**src/rtl/shift_right_seq.sv**
```systemverilog
// ---------------------------------------------------------------------------
// shift_right_seq
//
// Multi-cycle right shifter for the SRL/SRA instructions. It shifts the operand
// one bit per clock under a start/busy/done handshake. The control unit stalls
// the pipeline while busy is high and captures salida when done pulses.
//
// Parameters:
//   W  - data width (a power of two, at least 2)
//   SW - shift-amount width, $clog2(W)
//
// Ports:
//   clk     - single clock; all state changes on the rising edge
//   rst_n   - asynchronous active-low reset
//   start   - request a shift; accepted whenever busy is low
//   entrada - operand, sampled when start is accepted
//   shamt   - shift amount 0..W-1, sampled with entrada
//   arith   - 1 = SRA (sign fill), 0 = SRL (zero fill), sampled with entrada
//   salida  - result register; holds the last completed result
//   busy    - high exactly while a shift is in progress
//   done    - one-cycle pulse in the cycle salida first shows a new result
// ---------------------------------------------------------------------------
module shift_right_seq #(
  parameter int W  = 32,
  parameter int SW = $clog2(W)
) (
  input  logic          clk,
  input  logic          rst_n,
  input  logic          start,
  input  logic [W-1:0]  entrada,
  input  logic [SW-1:0] shamt,
  input  logic          arith,
  output logic [W-1:0]  salida,
  output logic          busy,
  output logic          done
);

  typedef enum logic [1:0] {
    IDLE  = 2'd0,
    SHIFT = 2'd1,
    DONE  = 2'd2
  } state_t;

  state_t        state;
  logic [W-1:0]  work;
  logic [SW-1:0] cnt;
  logic          fill;

  // The work register shifted by one place, with the fill bit entering from
  // the top. This is both the next work value and, on the last step, the
  // final result.
  logic [W-1:0]  shifted;

  // Build the one-bit right shift of the work register from the fill bit
  // that was captured when the operation was accepted.
  always_comb begin
    shifted = {fill, work[W-1:1]};
  end

  // The whole controller lives here: state, datapath registers and the
  // registered busy/done outputs. A new request is accepted from IDLE and
  // also from DONE, so back-to-back operations lose no cycle. busy and done
  // are written together with the state so that they always follow it
  // exactly: busy is high only in SHIFT and done is high only in DONE.
  // The counter holds the number of shift steps still to do. The step taken
  // while it reads 1 is the last one, so the result is written into salida
  // at that edge.
  always_ff @(posedge clk or negedge rst_n) begin
    if (!rst_n) begin
      state  <= IDLE;
      work   <= '0;
      cnt    <= '0;
      fill   <= 1'b0;
      salida <= '0;
      busy   <= 1'b0;
      done   <= 1'b0;
    end else begin
      case (state)
        IDLE, DONE: begin
          if (start) begin
            work <= entrada;
            cnt  <= shamt;
            fill <= arith & entrada[W-1];
            if (shamt == '0) begin
              salida <= entrada;
              state  <= DONE;
              busy   <= 1'b0;
              done   <= 1'b1;
            end else begin
              state  <= SHIFT;
              busy   <= 1'b1;
              done   <= 1'b0;
            end
          end else begin
            state <= IDLE;
            busy  <= 1'b0;
            done  <= 1'b0;
          end
        end

        SHIFT: begin
          work <= shifted;
          cnt  <= cnt - SW'(1);
          if (cnt == SW'(1)) begin
            salida <= shifted;
            state  <= DONE;
            busy   <= 1'b0;
            done   <= 1'b1;
          end
        end

        default: begin
          state <= IDLE;
          busy  <= 1'b0;
          done  <= 1'b0;
        end
      endcase
    end
  end

endmodule

```
**config.mk**
```make
export PLATFORM = sky130hd
export DESIGN_NAME = shift_right_seq
export DESIGN_NICKNAME = d
export VERILOG_FILES = /design/src/rtl/shift_right_seq.sv
export SDC_FILE = /design/constraint.sdc
export NUM_CORES = 1
export LEC_CHECK = 0
export ABC_CLOCK_PERIOD_IN_PS = 2200
export CAP_MARGIN = 20
export CORE_MARGIN = 8
export CORE_UTILIZATION = 50
export DETAILED_ROUTE_END_ITERATION = 10
export PLACE_DENSITY = 0.89
export SYNTH_ARGS = -nofsm -noshare
export SYNTH_HDL_FRONTEND = slang
export SYNTH_SLANG_ARGS = --single-unit
```
**constraint.sdc**
```tcl
create_clock -name clk -period 2.2 [get_ports clk]
set_clock_uncertainty 0.1 [all_clocks]
set_input_delay 0.44 -clock clk [delete_from_list [all_inputs] [get_ports clk]]
set_output_delay 0.44 -clock clk [all_outputs]
set_load 0.03 [all_outputs]
```
==> impl_metrics.tcl <==
set metrics [dict create \
    cp_slowest_cell "or4_4" \
    die_width_um 96.6 \
    wl_um 7870 \
    pwr-share-clk 0.165 \
    crit_type "primary input to register" \
    layout.cells.non_filler 448 \
    clock_latency_ns 0.35 \
    overflow 0 \
    report.final.slew_viol_count 0 \
    start_kind "primary input" \
    die-area_mm2 0.00933 \
    grt.met1_usage 0.215 \
    worst_slew_pin_slew_ns 0.499 \
    cts.path.max_buffers 2 \
    synth.avg_cell_area_um2 11.5 \
    gp_congestion 0.843 \
    fill_cells 481 \
    p_sw_frac 0.412 \
    met2_usage 0.288 \
    cts_sinks 72 \
    finalHoldViolCount 0 \
    slew_headroom 0.668 \
    ys_warn_count 0 \
    p_sw_mw 2.91 \
    drt_iter0_drc 97 \
    num_vias 2388 \
    p_per_area_mw_per_mm2 1620 \
    grt_max_degree 38 \
    critPathArrivalTime_ns 2.30 \
    ir_drop_mv 0.874 \
    wl_per_cell_um 17.6 \
    drcViolationCount 0 \
    internal-power_mw 4.14 \
    nets 409 \
    p_leak_nw 1.96 \
    htreeDepth 3 \
    setup_viol 0 \
    top_level_ports 75 \
    critical_path.top_delay_family "buffers and inverters" \
    grt_pass1_vias 2585 \
    synth_top_area_cell "dfrtp_1" \
    finalCritPeriodShare 0.966 \
    grt_busiest_layer "met2" \
    final_cell_mix "clkdlybuf4s50_1, dfrtp_1, mux2i_1, inv_1, nor3_1" \
    dp_hpwl_um 5650 \
    path_buf_inv 3 \
    yosys.cell_types.count 29 \
    max_cap_viol_count 0 \
    rsz0062_at_grt "false" \
    portBuffers 74 \
    synthDominantCellAreaShare 0.555 \
    min_path_type "register to register" \
    crit_fanout 9 \
    outcome "complete, no violations" \
    grtUsageMet3 0.0479 \
    final_util 0.690 \
    syn-num-nets 326 \
    fin_ws_ns 0.0746 \
    drt_first_pass_iters 4 \
    root_buffer "clkbuf_8" \
    min_period_ns 2.13 \
    start_util 0.514 \
    cpPeakStageDelay_ns 0.57 \
    grt_pass1_wl_um 12700 \
    antenna_cells 0 \
    antenna_found_initial 0 \
    grtUsageTotal 0.179 \
    path_cells "clkdlybuf4s50_1, or4_4, o32ai_4, buf_4, buf_12, mux2i_1" \
    place_inst 431 \
    clkTransAtPathRegs_ns 0.08 \
    endpoint_kind "register" \
    layout_commonest_cell "clkdlybuf4s50_1" \
    ant_nets 0 \
    drive_gt1_frac 0.111 \
    power.share.sequential 0.344 \
    cts_tree "yes" \
    max_freq_ghz 0.470 \
    cts_buffers 9 \
    routed_via_density 5.33 \
    area_growth_syn_to_layout_pct 34.2 \
    syn_area_mm2 0.00325 \
    synth.area.top_cells "dfrtp_1, mux2i_1, nor3_1" \
    post-cts-setup-buffer-count 0 \
    fp.dieH_um 96.6 \
    row_count 29 \
    core_area_mm2 0.00631 \
    ys_seq_area_frac 0.555 \
    place_ws_ns -0.291 \
    synth_cells 283 \
    cp.required_ns 2.37 \
    ys_ff_latch 72 \
    comb_power_share 0.491 \
]
path summary, 6_finish.rpt:
| path | from | to | slack, ns | cells after the start |
|---|---|---|---|---|
| setup / recovery | shamt[3] | salida[1] | 0.07 | 6 |
| hold / removal | fill | fill | 0.39 | 2 |
| setup reg to reg | cnt[1] | salida[1] | 0.15 | 7 |
| hold reg to reg | fill | fill | 0.39 | 2 |
| max in group asynchronous | rst_n | salida[25] | 0.92 | 3 |
| min in group asynchronous | rst_n | salida[3] | 0.49 | 2 |
registers in the layout (all words and copies together), names as in the netlist:
| signal | flops |
|---|---|
| work | 31 |
| salida | 32 |
| state | 1 |
| cnt | 5 |
| busy | 1 |
| done | 1 |
| fill | 1 |
per-layer routing:
metal	up-vias	wire (µm)
met2	66	3980
met4	0	171
li1	1136	-
met1	1172	3240
met5	-	0
met3	14	480
power groups by stage:
stage | clock network [mW] | logic (mW) | registers, mW
after floorplan | 0 | 1.66 | 2.96
after global placement | 0 | 3.34 | 2.41
after detailed placement | 0 | 3.49 | 2.44
after CTS | 1.18 | 3.51 | 2.43
after global routing | 1.24 | 3.74 | 2.50
final | 1.16 | 3.46 | 2.42
worst min-delay path, stage by stage, from the launching register on:
cell and delay [ns]:
dfrtp_1 0.36, nand2_1 0.05, nand2_1 0.05
synth_stat cells:
master and n:
or4_4 1, mux2_2 2, nand2_1 9, o211ai_1 2, nand2b_1 1, clkbuf_1 10
o21ai_1 2, or4b_1 1, mux2i_1 62, dfrtp_1 72, buf_8 3, nand4bb_1 1
o221ai_1 1, buf_4 1, nand3_1 3, mux2_4 1, nor2b_1 2, or2b_2 1
o311ai_1 1, a22oi_1 1, inv_1 34, a21oi_1 31, ha_1 2, buf_1 1
buf_2 3, mux2_1 1, nor3_1 32, o221a_1 1, o32ai_4 1
repair_timing:
| action | 4_1_cts | 5_1_grt |
|---|---|---|
| setup endpoints to repair | 0 | 13 |
| hold buffers | 1 | 0 |
| resized for setup | 0 | 1 |
| hold endpoints to repair | 35 | 0 |
cell families (layout without fill, tap and decap cells):
kind of cell             Yosys count  after routing  share of synthesized area
AO/OA/AOI/OAI                     40             40                     0.0752
adder cells (fa/ha/maj)            2              2                    0.00771
buffers and inverters             52            140                     0.0729
flip-flops                        72             72                      0.555
multiplexers                      66             66                      0.206
AND/OR/NAND/NOR                   51             51                     0.0829
layout make-up:
type                            instances  area [µm²]  share of cell area
Sequential cell                        72        1800               0.414
Clock inverter                          7        95.1              0.0218
Tap cell                               77        96.3              0.0221
Clock buffer                            9         124              0.0284
Inverter                               34         128              0.0293
Multi-Input combinational cell        159        1230               0.281
Timing Repair Buffer                   90         886               0.203
per-stage QoR:
stage	power (mW)	area [µm²]	TNS (ns)	hold WS, ns
6_report	7.05	4360	0	0.388
2_1_floorplan	4.62	3250	0	0.0444
5_1_grt	7.48	4360	0	0.441
3_3_place_gp	5.75	4120	-5.31	0.332
4_1_cts	7.11	4350	0	0.395
3_5_place_dp	5.92	4120	-7.67	0.336
Note: power is estimated with default switching activity, not from simulation.
==> patch (same flow settings) <==
Encoding of `state_t`: now one-hot (3 bits for 3 states).
--- a/src/rtl/shift_right_seq.sv
+++ b/src/rtl/shift_right_seq.sv
@@ -35,10 +35,10 @@
   output logic          done
 );
 
-  typedef enum logic [1:0] {
-    IDLE  = 2'd0,
-    SHIFT = 2'd1,
-    DONE  = 2'd2
+  typedef enum logic [2:0] {
+    IDLE  = 3'b001,
+    SHIFT = 3'b010,
+    DONE  = 3'b100
   } state_t;
 
   state_t        state;
Formal check against the unedited RTL: no difference found for any inputs over 10 cycles, from zero or initial values and one cycle with rst_n low; not proved beyond that.
==> patch against the original RTL <==
Die area up 0.19%; largest cell class unchanged; sequential cell count increased by 1; total power shrank 19%; synthesized area grew 0.23%; utilization decreased by 1.0 points; worst setup slack improved by 0.083 ns; final area down 1.5%; routed wire length is 9.3% lower.
==> patch: results (changes against the original RTL) <==
Run status
The flow ran to the end, and the final reports show no timing, DRC or antenna violations.

Placement
The area after detailed placement is 4110 um^2 (-0.39%). The detailed placement HPWL was 5120 um (-9.5%). The worst setup timing slack at the placement stage is -0.0399 ns (+0.251 ns). The count of placed standard cells including taps was 433 (+0.46%). The weighted congestion at the end of routability-driven global placement is 0.763 (-9.5%). The number of port buffers is 74 (unchanged).

Synthesis
The count of synthesis-stage warnings from yosys is 0 (unchanged). The number of standard cells after synthesis is 290 (+2.5%). The number of nets in the synthesized netlist is 333 (+2.1%). By count the netlist is led by dfrtp_1, mux2i_1, inv_1, a21oi_1, nor2_1.

The share of synthesized flip-flops with an asynchronous set or reset was 100% (unchanged). The share of the yosys chip area belonging to registers is 56.2% (+0.68 points). By area the synthesized netlist is led by dfrtp_1, mux2i_1, a21oi_1. The number of unique standard cell types used by synthesis is 32 (+10%).

Worst hold path
In this run the most critical hold path is launched from fill$_DFFE_PN0P_. The class of the tightest hold or removal check is register to register. The worst hold path terminates at fill$_DFFE_PN0P_. The worst hold path stage count is 2 (unchanged).

Routing
The detail-routed via count per cell is 5.12 (-3.9%). The initial detailed-routing violation count is 49 (-49%). The aggregate routed wire length came to 7130 um (-9.3%). The detailed-routing iteration count for the pre-antenna-repair pass is 4 (unchanged).

Timing
The hold slack is 0.385 ns (-0.00243 ns). The number of failing setup endpoints in the final timing report is 0 (unchanged). The relative slew slack came to 63.0% (-3.7 points).

Worst setup path
The cell family contributing the most delay on the critical path is buffers and inverters. The endpoint arrival time on the critical path is 1.50 ns (-0.80 ns). The cell count of the worst reg-to-reg path is 5 (-2). The peak fanout along the critical path is 4 (-5). Among all stages on the critical path, the largest delay is contributed by clkdlybuf4s50_1.

The slack of the worst reg-to-reg path is 0.32 ns (+0.17 ns). The critical register-to-register path startpoint is done$_DFFE_PN0P_. The critical register-to-register path endpoint is salida[31]$_DFFE_PN0P_. The highest cell delay on the worst timing path came to 0.71 ns (+0.14 ns).

Global routing
The largest net degree at the start of global routing came to 42 (+11%). The wire length of the first global-routing pass is 12100 um (-4.4%). The initial antenna violation count was 0 (unchanged). The total global-route track usage is 15.6% (-2.3 points).

The number of global-route vias before repair is 2468 (-4.5%).

Final layout
The number of standard cells in the layout, taps in and fillers out is 450 (+0.45%). The net total in the final layout came to 411 (+0.49%). The largest registers in the layout are salida: 32 flops, work: 31 flops, cnt: 5 flops. The antenna diode instance count is 0 (unchanged). The fraction of final layout cells with drive strength greater than 1 was 8.04% (-3.0 points).

Clock network
The quantity of gates resized following cts is 0 (unchanged). The buffer levels on the longest clock path is 2 (unchanged). The clock-pin slew of the registers on the worst-case setup and hold paths is 0.07 ns.

The number of buffers created by CTS is 9 (unchanged). The H-tree level count came to 3 (unchanged). The clock network latency to the later pin of the worst-skew pair is 0.33 ns (-0.02 ns).

In this run the clock root is driven by a clkbuf_8.

Job
The number of max-capacitance violations reported is 0 (unchanged).

Power and ir drop
The static leakage is 2.10 nW (+7.3%). The peak supply drop is 0.000846 V (-3.2%).
[patch: cell types whose count changed after synthesis, sizes merged, moves of 2 or more]
cell and change:
mux2 -3, clkbuf -8, o211ai -2, nor2b -2
nor3b +2, nor2 +34, a21oi +2, o21ai +3
nor3 -30, buf +6, a221o +2
[patch: final cells by class]
| cell class | count | area [um^2] |
|---|---|---|
| Fill cell | 499 | 2020 |
| Sequential cell | 73 | 1830 |
| Multi-Input combinational cell | 166 | 1200 |
| Timing Repair Buffer | 83 | 858 |
| Clock buffer | 13 | 159 |
| Inverter | 35 | 131 |
| Tap cell | 77 | 96.3 |
| Clock inverter | 3 | 15.0 |
[patch: worst max path at each step]
stage | from | end | cells past startpoint
6_report | done$_DFFE_PN0P_ | done | 1
5_1_grt | done$_DFFE_PN0P_ | done | 1
4_1_cts | done$_DFFE_PN0P_ | done | 1
3_5_place_dp | shamt[2] | salida[31]$_DFFE_PN0P_ | 6
3_3_place_gp | shamt[2] | salida[27]$_DFFE_PN0P_ | 6
2_1_floorplan | done$_DFFE_PN0P_ | cnt[3]$_DFFE_PN0P_ | 6
[patch: metal layers]
layer	wire, um	vias to the layer above	global-route usage [%]
li1	-	1122	-
met5	0	-	0
met3	322	7	5.12
met4	62	0	5.33
met1	3250	1121	19.4
met2	3500	55	24.7
[patch: logic make-up after synthesis]
| family | Yosys count | share of synthesized area [%] |
|---|---|---|
| buffers and inverters | 51 | 7.23 |
| DFF | 73 | 56.2 |
| adders and majority gates | 2 | 0.769 |
| and+or+nand+nor | 56 | 7.96 |
| xor gates and xnor gates | 1 | 0.269 |
| AOI/OAI and AO/OA | 44 | 8.15 |
| muxes | 63 | 19.4 |
[patch: power by group]
part           switching (mW)  internal (mW)  leakage [nW]  total, mW
clock network           0.470          0.467        0.0932      0.937
logic                    1.43           1.07          1.21       2.50
registers               0.358           1.95         0.795       2.30
total                    2.26           3.48          2.10       5.74
[patch: timing repair]
action                    4_1_cts  5_1_grt
setup buffers                   0        0
hold endpoints to repair       32        0
hold buffers                    1        0
